<file path="src/rtl/guess_submit_ctrl.sv">
// rtl/guess_submit_ctrl.sv - debounced submit button FSM with guess capture; optional SUBMIT_COUNT_EN adds submit_count
module guess_submit_ctrl #(
    parameter int DEBOUNCE_CYCLES = 500000
) (
    input  logic       clk,
    input  logic       rst_n,
    input  logic       btn_submit,
    input  logic [3:0] guess_in,
    output logic       guess_submitted,
    output logic [3:0] guess_q,
    output logic       busy
`ifdef SUBMIT_COUNT_EN
    ,
    output logic [7:0] submit_count
`endif
);

    typedef enum logic [1:0] {
        IDLE         = 2'd0,
        DEBOUNCE     = 2'd1,
        PULSE        = 2'd2,
        WAIT_RELEASE = 2'd3
    } state_t;

    localparam logic [19:0] CNT_LAST = 20'(DEBOUNCE_CYCLES - 1);

    state_t      state;
    state_t      state_next;
    logic [19:0] cnt;
    logic [19:0] cnt_next;
    logic        sync1;
    logic        btn_sync;

    // The raw button is asynchronous to clk; two flops before any decision uses it.
    always_ff @(posedge clk or negedge rst_n) begin
        if (!rst_n) begin
            sync1    <= 1'b0;
            btn_sync <= 1'b0;
        end else begin
            sync1    <= btn_submit;
            btn_sync <= sync1;
        end
    end

    always_comb begin
        state_next = state;
        cnt_next   = cnt;
        unique case (state)
            IDLE: begin
                if (btn_sync) begin
                    state_next = DEBOUNCE;
                    cnt_next   = 20'd0;
                end
            end
            DEBOUNCE: begin
                if (!btn_sync) begin
                    state_next = IDLE;
                    cnt_next   = 20'd0;
                end else if (cnt == CNT_LAST) begin
                    state_next = PULSE;
                end else begin
                    cnt_next = cnt + 20'd1;
                end
            end
            PULSE: begin
                state_next = WAIT_RELEASE;
                cnt_next   = 20'd0;
            end
            WAIT_RELEASE: begin
                // Any bounce back high restarts the release window.
                if (btn_sync) begin
                    cnt_next = 20'd0;
                end else if (cnt == CNT_LAST) begin
                    state_next = IDLE;
                    cnt_next   = 20'd0;
                end else begin
                    cnt_next = cnt + 20'd1;
                end
            end
            default: begin
                state_next = IDLE;
                cnt_next   = 20'd0;
            end
        endcase
    end

    // Outputs are decoded from the next state so they are registered yet aligned with it.
    always_ff @(posedge clk or negedge rst_n) begin
        if (!rst_n) begin
            state           <= IDLE;
            cnt             <= 20'd0;
            guess_submitted <= 1'b0;
            guess_q         <= 4'h0;
            busy            <= 1'b0;
        end else begin
            state           <= state_next;
            cnt             <= cnt_next;
            guess_submitted <= (state_next == PULSE);
            busy            <= (state_next != IDLE);
            if (state_next == PULSE && state != PULSE) begin
                guess_q <= guess_in;
            end
        end
    end

`ifdef SUBMIT_COUNT_EN
    always_ff @(posedge clk or negedge rst_n) begin
        if (!rst_n) begin
            submit_count <= 8'd0;
        end else if (state_next == PULSE && state != PULSE && submit_count != 8'hFF) begin
            submit_count <= submit_count + 8'd1;
        end
    end
`endif

endmodule

</file>
<file path="config.mk">
export PLATFORM = sky130hd
export DESIGN_NAME = guess_submit_ctrl
export DESIGN_NICKNAME = d
export VERILOG_FILES = /design/src/rtl/guess_submit_ctrl.sv
export SDC_FILE = /design/constraint.sdc
export NUM_CORES = 1
export LEC_CHECK = 0
export ABC_AREA = 1
export BUFFER_PORTS_ARGS = -buffer_cell sky130_fd_sc_hd__buf_2
export CAP_MARGIN = 20
export CORE_AREA = 5 5 77 79
export CTS_CLUSTER_DIAMETER = 150
export DETAILED_ROUTE_END_ITERATION = 7
export DIE_AREA = 0 0 82 84
export GPL_TIMING_DRIVEN = 1
export PLACE_DENSITY = 0.66
export SETUP_SLACK_MARGIN = 0.02
export SLEW_MARGIN = 10
export SYNTH_ARGS = -nofsm -noshare
export SYNTH_HDL_FRONTEND = slang
export SYNTH_SLANG_ARGS = --single-unit
</file>
<file path="constraint.sdc">
create_clock -name clk -period 2.4 [get_ports clk]
set_input_delay 0.12 -clock clk [delete_from_list [all_inputs] [get_ports clk]]
set_output_delay 0.12 -clock clk [all_outputs]
set_load 0.05 [all_outputs]
</file>
After elaboration in Yosys (flattened, before gate mapping)
Index checks and enable logic that the tools add are counted.
{ "word_totals": {"elab_cells": 32, "ff_bits": 30} }
{ "op_classes": {"add_sub_neg": 1, "n_reduce_logical": 4, "eq_ne": 8, "muxes": 12} }
{ "op_table": {"columns": ["cell", "n"], "rows": [
  ["20-bit 2-to-1 mux", 5],
  ["20-bit one-hot mux with 4 select lines", 1],
  ["20-bit by 1-bit adder with 20-bit output, second input constant", 1],
  ["20-bit by 19-bit equality test with 1-bit output, second input constant", 1],
  ["2-bit 2-to-1 mux", 5],
  ["2-bit one-hot mux with 4 select lines", 1],
  ["2-bit equality test, second input constant", 3],
  ["2-bit != test, second input constant", 2],
  ["3-bit != test, second input constant", 1],
  ["2-bit by 1-bit equality test with 1-bit output, second input constant", 1],
  ["2-bit logical NOT", 1],
  ["2-bit AND reduction", 1],
  ["2-bit nonzero test", 1],
  ["1-bit logical AND", 1]
]} }

Longest topological paths before layout
Gate-level depths: netlist of run 1.
{ "depth": {"ltp_word": 6, "mapped_depth": 11, "depth_no_buf": 11} }

Least setup slack after synthesis of run 1
No wires, ideal clock.
{ "synth_path": {"path_kind": "flip-flop to flip-flop", "from": "register cnt[0]", "to": "register cnt[11]", "path_stages_with_launch": 11, "n_path_buf": 1, "t_arrival_ps": 1553, "setup_slack_ps": 780, "setup_time_ps": 67, "t_required_ps": 2333, "path_cell_list": "dfrtp_1 ha_1 nand2_1 nor2_4 nand3_2 nor2_2 nand4_4 nand2_4 buf_8 nand2_1 nand3_2"} }
{ "synth_via": {"elab_chain_len": 4, "word_cells_on_any_way": 9, "cone_classes": "1 x add/sub; 2 x eq/ne; 5 x mux; 1 x reduce/logical"} }
{ "synth_rtl": {"columns": ["element", "line", "rtl"], "rows": [
  ["start: declaration", "29", "logic [19:0] cnt;"],
  ["start signal: assignment", "97", "cnt <= cnt_next;"],
  ["20-bit by 1-bit adder with 20-bit output or 20-bit by 19-bit equality test with 1-bit output (tied branches)", null, null],
  ["20-bit 2-to-1 mux, on equally long branches", "73, 59", null],
  ["20-bit 2-to-1 mux, on equally long branches", "71, 56", null],
  ["20-bit one-hot mux with 4 select lines", "48", "unique case (state)"]
]} }
Parallel ways exist; a longest one is shown, timed or not. The select of a mux whose other input is x is not followed.
A chain may end at the register's enable or synchronous reset.

Worst setup path after layout of run 1
{ "layout_path": {"from": "register cnt[0]", "to": "register cnt[0]"} }
Same word-level chain as after synthesis.

==> flow_summary_export.csv, run 1 <==
group,metric,value,unit
route,postRouteAntennaNets,0,
clock_network,clockRootBuffer,"clkbuf_8",
placement,place_area,0.00210,mm²
sta,finalCritPeriodShare,79.8,%
yosys,ys_seq_elements,30,
setup_path,start_kind,"flip-flop",
min_path,hold_path_class,"primary input to flip-flop",
yosys,synth_area,0.00202,mm²
setup_path,cp-startpoint,"cnt[0]",
route,met3_length,267,µm
finish,drive_above_1_share,11.8,%
pwr,power_frac_clock,52.6,%
sta,relSlewSlack,56.1,%
sta,finalCriticalPeriod,1.91,ns
yosys,synthArstFlopShare,100,%
grt,grt_usage,15.7,%
yosys,yosysWarnings,0,
placement,dp_cells,368,
grt,grt.overflow.total,0,
setup_path,crit_chain,"ha_1 -> nand2_1 -> nor2_4 -> nand3_2 -> nor2_2 -> nand4_4 -> nand2_4 -> inv_2 -> nand2_1 -> o21ai_1",
sta,setup_tns,0,ns
clock_network,clkTransAtPathRegs,0.06,ns
yosys,ys_seq_area_share,37.2,%
pwr,combPwrFrac,5.0,%
placement,placement.io_buffers,12,
route,viasPerCell,5.02,
sta,fmax,522,MHz
floorplan,die-height,84,µm
setup_path,path_delay_family,"simple AND/OR/NAND/NOR gates",
floorplan,pin_count,13,
clock_network,clkLatencyLatePin,0.29,ns
setup_path,crit_end,"cnt[0]",
yosys,avgSynthCellArea,6.97,µm²
setup_path,cp.required,2.58,ns
clock_network,htree_levels,2,
clock_network,cts_num_sinks,30,
finish,layout_common_cells,"nand2_1, nor2_1, nand3_1, inv_1, dfrtp_1",
clock_network,cts_tree,"done",
floorplan,core_area,0.00527,mm²
pwr,intPower,0.970,mW
setup_path,timing.rr.end,"cnt[0]",
yosys,syn_inst,289,
sta,fin_worst_skew,0.00438,ns
sta,finalMaxSlewViolations,0,
setup_path,critPathBufInv,1,
pwr,ir_drop,314,µV
floorplan,die_x,82,µm
yosys,synth_edf_count,0,
pwr,p_sw,0.250,mW
yosys,synth_ff_type,"dfrtp_1",
grt,first_global_vias,1773,
floorplan,num_rows,27,
flow_run,maxCapViolCount,0,
floorplan,start_util,38.2,%
clock_network,ctsResizeCount,0,
setup_path,crit_path_max_incr_delay,0.39,ns
route,postRouteWirelength,4820,µm
route,highest_layer,"met4",
grt,grt_max_degree,31,
finish,finalNetCount,313,
sta,worst_pin_slew,0.659,ns
setup_path,cp_data_arrival_time,2.09,ns
sta,rsz0062_at_grt,"no",
pwr,powerDensity,539,mW/mm²
route,wl_met2,2240,µm
finish,num-fill-cells,574,
route,route.detailed.drc,0,
placement,dpl.hpwl,3540,µm
clock_network,clk_path_buf_depth,2,
grt,antenna_found_initial,0,
setup_path,endpoint_kind,"flip-flop",
route,wire_per_inst,12.8,µm
finish,final_area,0.00226,mm²
setup_path,slowest_stage,"dfrtp_1",
finish,antennaDiodeCount,0,
finish,layout_commonest_cell,"nand2_1",
route,drt_iter0_drc,192,
route,m1WireLength,2230,µm
pwr,swShare,20.5,%
pwr,leakage,1.04,nW
floorplan,die_area,0.00689,mm²
sta,setup_viol,0,
outcome,status,"finished, final reports clean",
route,num_vias,1898,
pwr,pwr-share-seq,42.5,%
grt,grt_pass1_wl,8380,µm
setup_path,crit_fanout,18,
setup_path,r2r_cells,10,
finish,synthToLayoutAreaGrowth,12.3,%
yosys,synth.distinct_cells,29,
setup_path,critical_path_class,"flip-flop to flip-flop",
sta,hold_violations,0,
setup_path,r2r-start,"cnt[0]",
setup_path,path_common_cell,"nand2_1",
placement,gp_congestion,0.899,
finish,stdcell_count,378,
setup_path,r2r_slack,0.49,ns
clock_network,cts-buffers-inserted,5,
yosys,syn_nets,297,
route,drt_pass1_iterations,4,
setup_path,crit_cells,10,
cell usage after synthesis, types with 2 or more instances:
master / number / area share (%)
nand3_2: 3 / 1.5
xnor2_1: 2 / 0.87
nand2_1: 87 / 16
dfrtp_1: 30 / 37
nand2_2: 2 / 0.62
nor2_2: 2 / 0.62
clkbuf_8: 4 / 2.7
o21ai_0: 7 / 1.7
nand4_1: 28 / 8.7
nor3_1: 6 / 1.5
nand3_1: 33 / 8.2
inv_1: 32 / 6.0
a21oi_1: 3 / 0.74
nor2_1: 34 / 6.3
buf_2: 2 / 0.50
worst min-delay path, stage by stage:
cell	delay, ns
buf_2	0.07
nand2_1	0.04
nand2_1	0.04
what timing repair did:
| item | in CTS | in global routing |
|---|---|---|
| buffers inserted | 0 | 0 |
| endpoints found under the setup margin | 0 | 0 |
| hold buffers | 2 | 0 |
| hold endpoints to repair | 31 | 0 |
registers in the layout, indices dropped and copies added (netlist names):
register / cells
btn_sync: 1
busy: 1
cnt: 20
guess_q: 4
guess_submitted: 1
state: 2
sync1: 1
cell families (layout without fill, tap and decap cells):
group	after synthesis	after routing	share of synthesized area [%]
fa+ha+maj	1	1	0.621
flops	30	30	37.2
simple gates	201	201	47.1
compound gates	11	11	2.73
xor+xnor	3	3	1.30
buf+inv	43	60	11.0
worst min path at each step:
stage | startpoint | end | slack, ns | cells past startpoint
floorplan | rst_n | btn_sync | -0.18 | 0
global placement | rst_n | cnt[7] | 0.20 | 1
detailed placement | rst_n | cnt[7] | 0.20 | 1
CTS | guess_in[3] | guess_q[3] | 0.02 | 3
global route | guess_in[1] | guess_q[1] | 0.02 | 3
finish | guess_in[1] | guess_q[1] | 0.02 | 3
layer usage:
layer	vias to the layer above	GRT usage [%]
li1	977	-
met4	0	6.34
met5	-	0
met1	867	21.6
met2	46	23.5
met3	8	3.24
per-stage QoR:
stage	util [%]	setup slack, ns	hold slack (ns)	power (mW)
detailed placement	39.9	0.497	0.202	0.586
global route	42.9	0.303	0.0156	1.26
global placement	39.9	0.581	0.196	0.585
CTS	42.9	0.488	0.0150	1.23
floorplan	-	0.780	-0.176	0.566
finish	42.9	0.485	0.0233	1.22
power by group through the flow:
stage | registers (mW) | logic (mW) | clock network [mW]
after floorplan | 0.527 | 0.0392 | 0
after global placement | 0.527 | 0.0586 | 0
after detailed placement | 0.527 | 0.0589 | 0
after CTS | 0.518 | 0.0616 | 0.654
after global routing | 0.518 | 0.0690 | 0.677
final | 0.518 | 0.0607 | 0.641
cell type report:
cell class | count | area [µm²] | area share (%)
multi-input cells | 216 | 1040 | 46.0
clock inverters | 2 | 60.1 | 2.65
well taps | 72 | 90.1 | 3.98
repair buffers | 18 | 110 | 4.86
clock buffers | 6 | 82.6 | 3.65
inverters | 34 | 128 | 5.64
flip-flops and latches | 30 | 751 | 33.2
Note: power is estimated with default switching activity, not from simulation.
==> run 2, diff against run 1 <==
==> constraint.sdc (replaced) <==
create_clock -name clk -period 1.8 [get_ports clk]
set_input_delay 0.09 -clock clk [delete_from_list [all_inputs] [get_ports clk]]
set_output_delay 0.09 -clock clk [all_outputs]
set_load 0.05 [all_outputs]
==> run 2 against run 1 <==
Effect of this change: cell count is 5.6% higher; die area stayed put; combinational power is 96% higher; global-route usage is 1.1 points higher; register-to-register slack worse by 0.38 ns; via count is 10% higher; critical endpoint is now cnt[6]; largest cell class unchanged.
==> flow_summary_export.csv, run 2 (synthesis results as in run 1) <==
group,metric,value,unit
finish,stdcell_count,399,
finish,top_regs,"cnt x20, guess_q x4, state x2",
setup_path,r2r_slack,0.11,ns
finish,num-fill-cells,528,
sta,relSlewSlack,53.7,%
route,drt_pass1_iterations,7,
setup_path,start_kind,"flip-flop",
placement,dp_cells,380,
floorplan,start_util,38.2,%
setup_path,cp_data_arrival_time,1.92,ns
setup_path,crit_fanout,8,
grt,grt_max_degree,31,
placement,gp_congestion,0.910,
grt,antenna_found_initial,0,
setup_path,r2r_cells,10,
floorplan,pin_count,13,
clock_network,cts_num_sinks,30,
finish,finalNetCount,334,
sta,rsz0062_at_grt,"yes",
pwr,ir_drop,417,µV
sta,finalCriticalPeriod,1.69,ns
route,route.detailed.drc,0,
min_path,hold_path_class,"primary input to flip-flop",
clock_network,clockRootBuffer,"clkbuf_8",
placement,dpl.hpwl,3700,µm
route,postRouteAntennaNets,0,
min_path,holdPathStages,3,
route,viasPerCell,5.25,
placement,place_area,0.00220,mm²
finish,layout_commonest_cell,"nand2_1",
route,drt_iter0_drc,171,
min_path,worstHoldStart,"guess_in[3]",
clock_network,clk_path_buf_depth,2,
finish,antennaDiodeCount,0,
clock_network,clkTransAtPathRegs,0.07,ns
route,postRouteWirelength,5470,µm
sta,finalMaxSlewViolations,0,
finish,drive_above_1_share,22.3,%
setup_path,cp.required,2.03,ns
placement,placement.io_buffers,12,
setup_path,r2r-start,"cnt[1]",
sta,setup_viol,0,
flow_run,maxCapViolCount,0,
outcome,status,"finished, final reports clean",
clock_network,cts_tree,"done",
finish,final_area,0.00253,mm²
clock_network,clkLatencyLatePin,0.29,ns
pwr,powerDensity,660,mW/mm²
sta,finalCritPeriodShare,94.0,%
sta,fmax,591,MHz
floorplan,die_x,82,µm
route,wire_per_inst,13.7,µm
sta,hold_violations,0,
floorplan,core_area,0.00527,mm²
grt,grt_usage,16.8,%
route,num_vias,2096,
floorplan,die-height,84,µm
grt,first_global_vias,1939,
setup_path,endpoint_kind,"flip-flop",
sta,setup_tns,0,ns
grt,grt.overflow.total,0,
finish,top_register,"cnt",
pwr,leakage,1.17,nW
floorplan,num_rows,27,
finish,post-route-util,48.1,%
grt,grt_pass1_wl,9090,µm
clock_network,htree_levels,2,
sta,fin_worst_skew,0.00636,ns
finish,synthToLayoutAreaGrowth,25.6,%
setup_path,timing.rr.end,"cnt[6]",
finish,largest_register_ffs,20,
floorplan,die_area,0.00689,mm²
finish,layout_common_cells,"nand2_1, nor2_1, nand3_1, inv_1, dfrtp_1",
sta,worst_pin_slew,0.695,ns
setup_path,critical_path_class,"flip-flop to flip-flop",
min_path,worst_hold_path.endpoint,"guess_q[3]",
clock_network,cts-buffers-inserted,5,
[run 2: changes by cell type in the layout (fill, tap and decap cells not counted), moves of 2 or more]
cell           delta
nand3_2           +2
dlygate4sd3_1     +3
inv_1             -2
nor3_1            -3
nor3_2            +3
nand2_1           -6
buf_12            +2
buf_4            +16
inv_2             +2
nor2_4            +3
nand2_2           +6
nand3_1           -2
nor2_1            -3
[run 2: report_power, final]
part           internal [mW]  switching (mW)
Combinational         0.0434          0.0758
Clock                  0.590           0.275
Sequential             0.681         0.00427
Total                   1.32           0.355
[run 2: final cells by class]
class	instances	area, µm²	area share [%]
sequential	30	752	29.7
multi-input combinational	216	1120	44.2
clock buffer	6	82.6	3.26
clock inverter	2	60.1	2.37
timing repair buffer	39	300	11.9
inverter	34	128	5.04
tap	72	90.1	3.56
[run 2: what timing repair did]
item,in CTS,in global routing
endpoints found under the hold margin,34,0
buffers inserted,0,6
resized for setup,0,24
setup endpoints to repair,0,20
hold buffers,5,0
[run 2: routing by layer]
metal / GRT usage, % / vias up / share of wire (%)
met1: 23.3 / 965 / 44
met3: 3.56 / 13 / 6.4
met4: 5.89 / 0 / 1.8
met5: 0 / - / 0
met2: 25.5 / 97 / 47
li1: - / 1021 / -
[run 2: worst max path at each step]
stage,endpoint,cells after the start,slack [ns],start
floorplan,cnt[11],10,0.18,cnt[0]
global placement,guess_q[2],10,0.11,cnt[0]
detailed placement,guess_q[1],10,0.06,cnt[0]
CTS,guess_q[3],10,0.05,cnt[0]
global route,cnt[4],10,-0.003,cnt[1]
finish,cnt[6],10,0.11,cnt[1]
[run 2: through the flow]
step / setup slack (ns) / power, mW / hold WS, ns
after detailed placement: 0.0624 / 0.794 / 0.176
after floorplan: 0.180 / 0.755 / -0.206
after CTS: 0.0504 / 1.67 / 0.00123
final: 0.108 / 1.67 / 0.00449
after global routing: -0.00298 / 1.73 / 0.0297
after global placement: 0.105 / 0.794 / 0.180
[run 2: critical path, cell delays in order, from the launching register on]
cell and delay, ns:
dfrtp_1 0.36, ha_2 0.19, nand2_2 0.07, nor2_4 0.14
nand3_2 0.09, nor2_4 0.13, nand4_4 0.21, nand2_8 0.17
buf_12 0.13, nand2_2 0.05, nand3_1 0.08
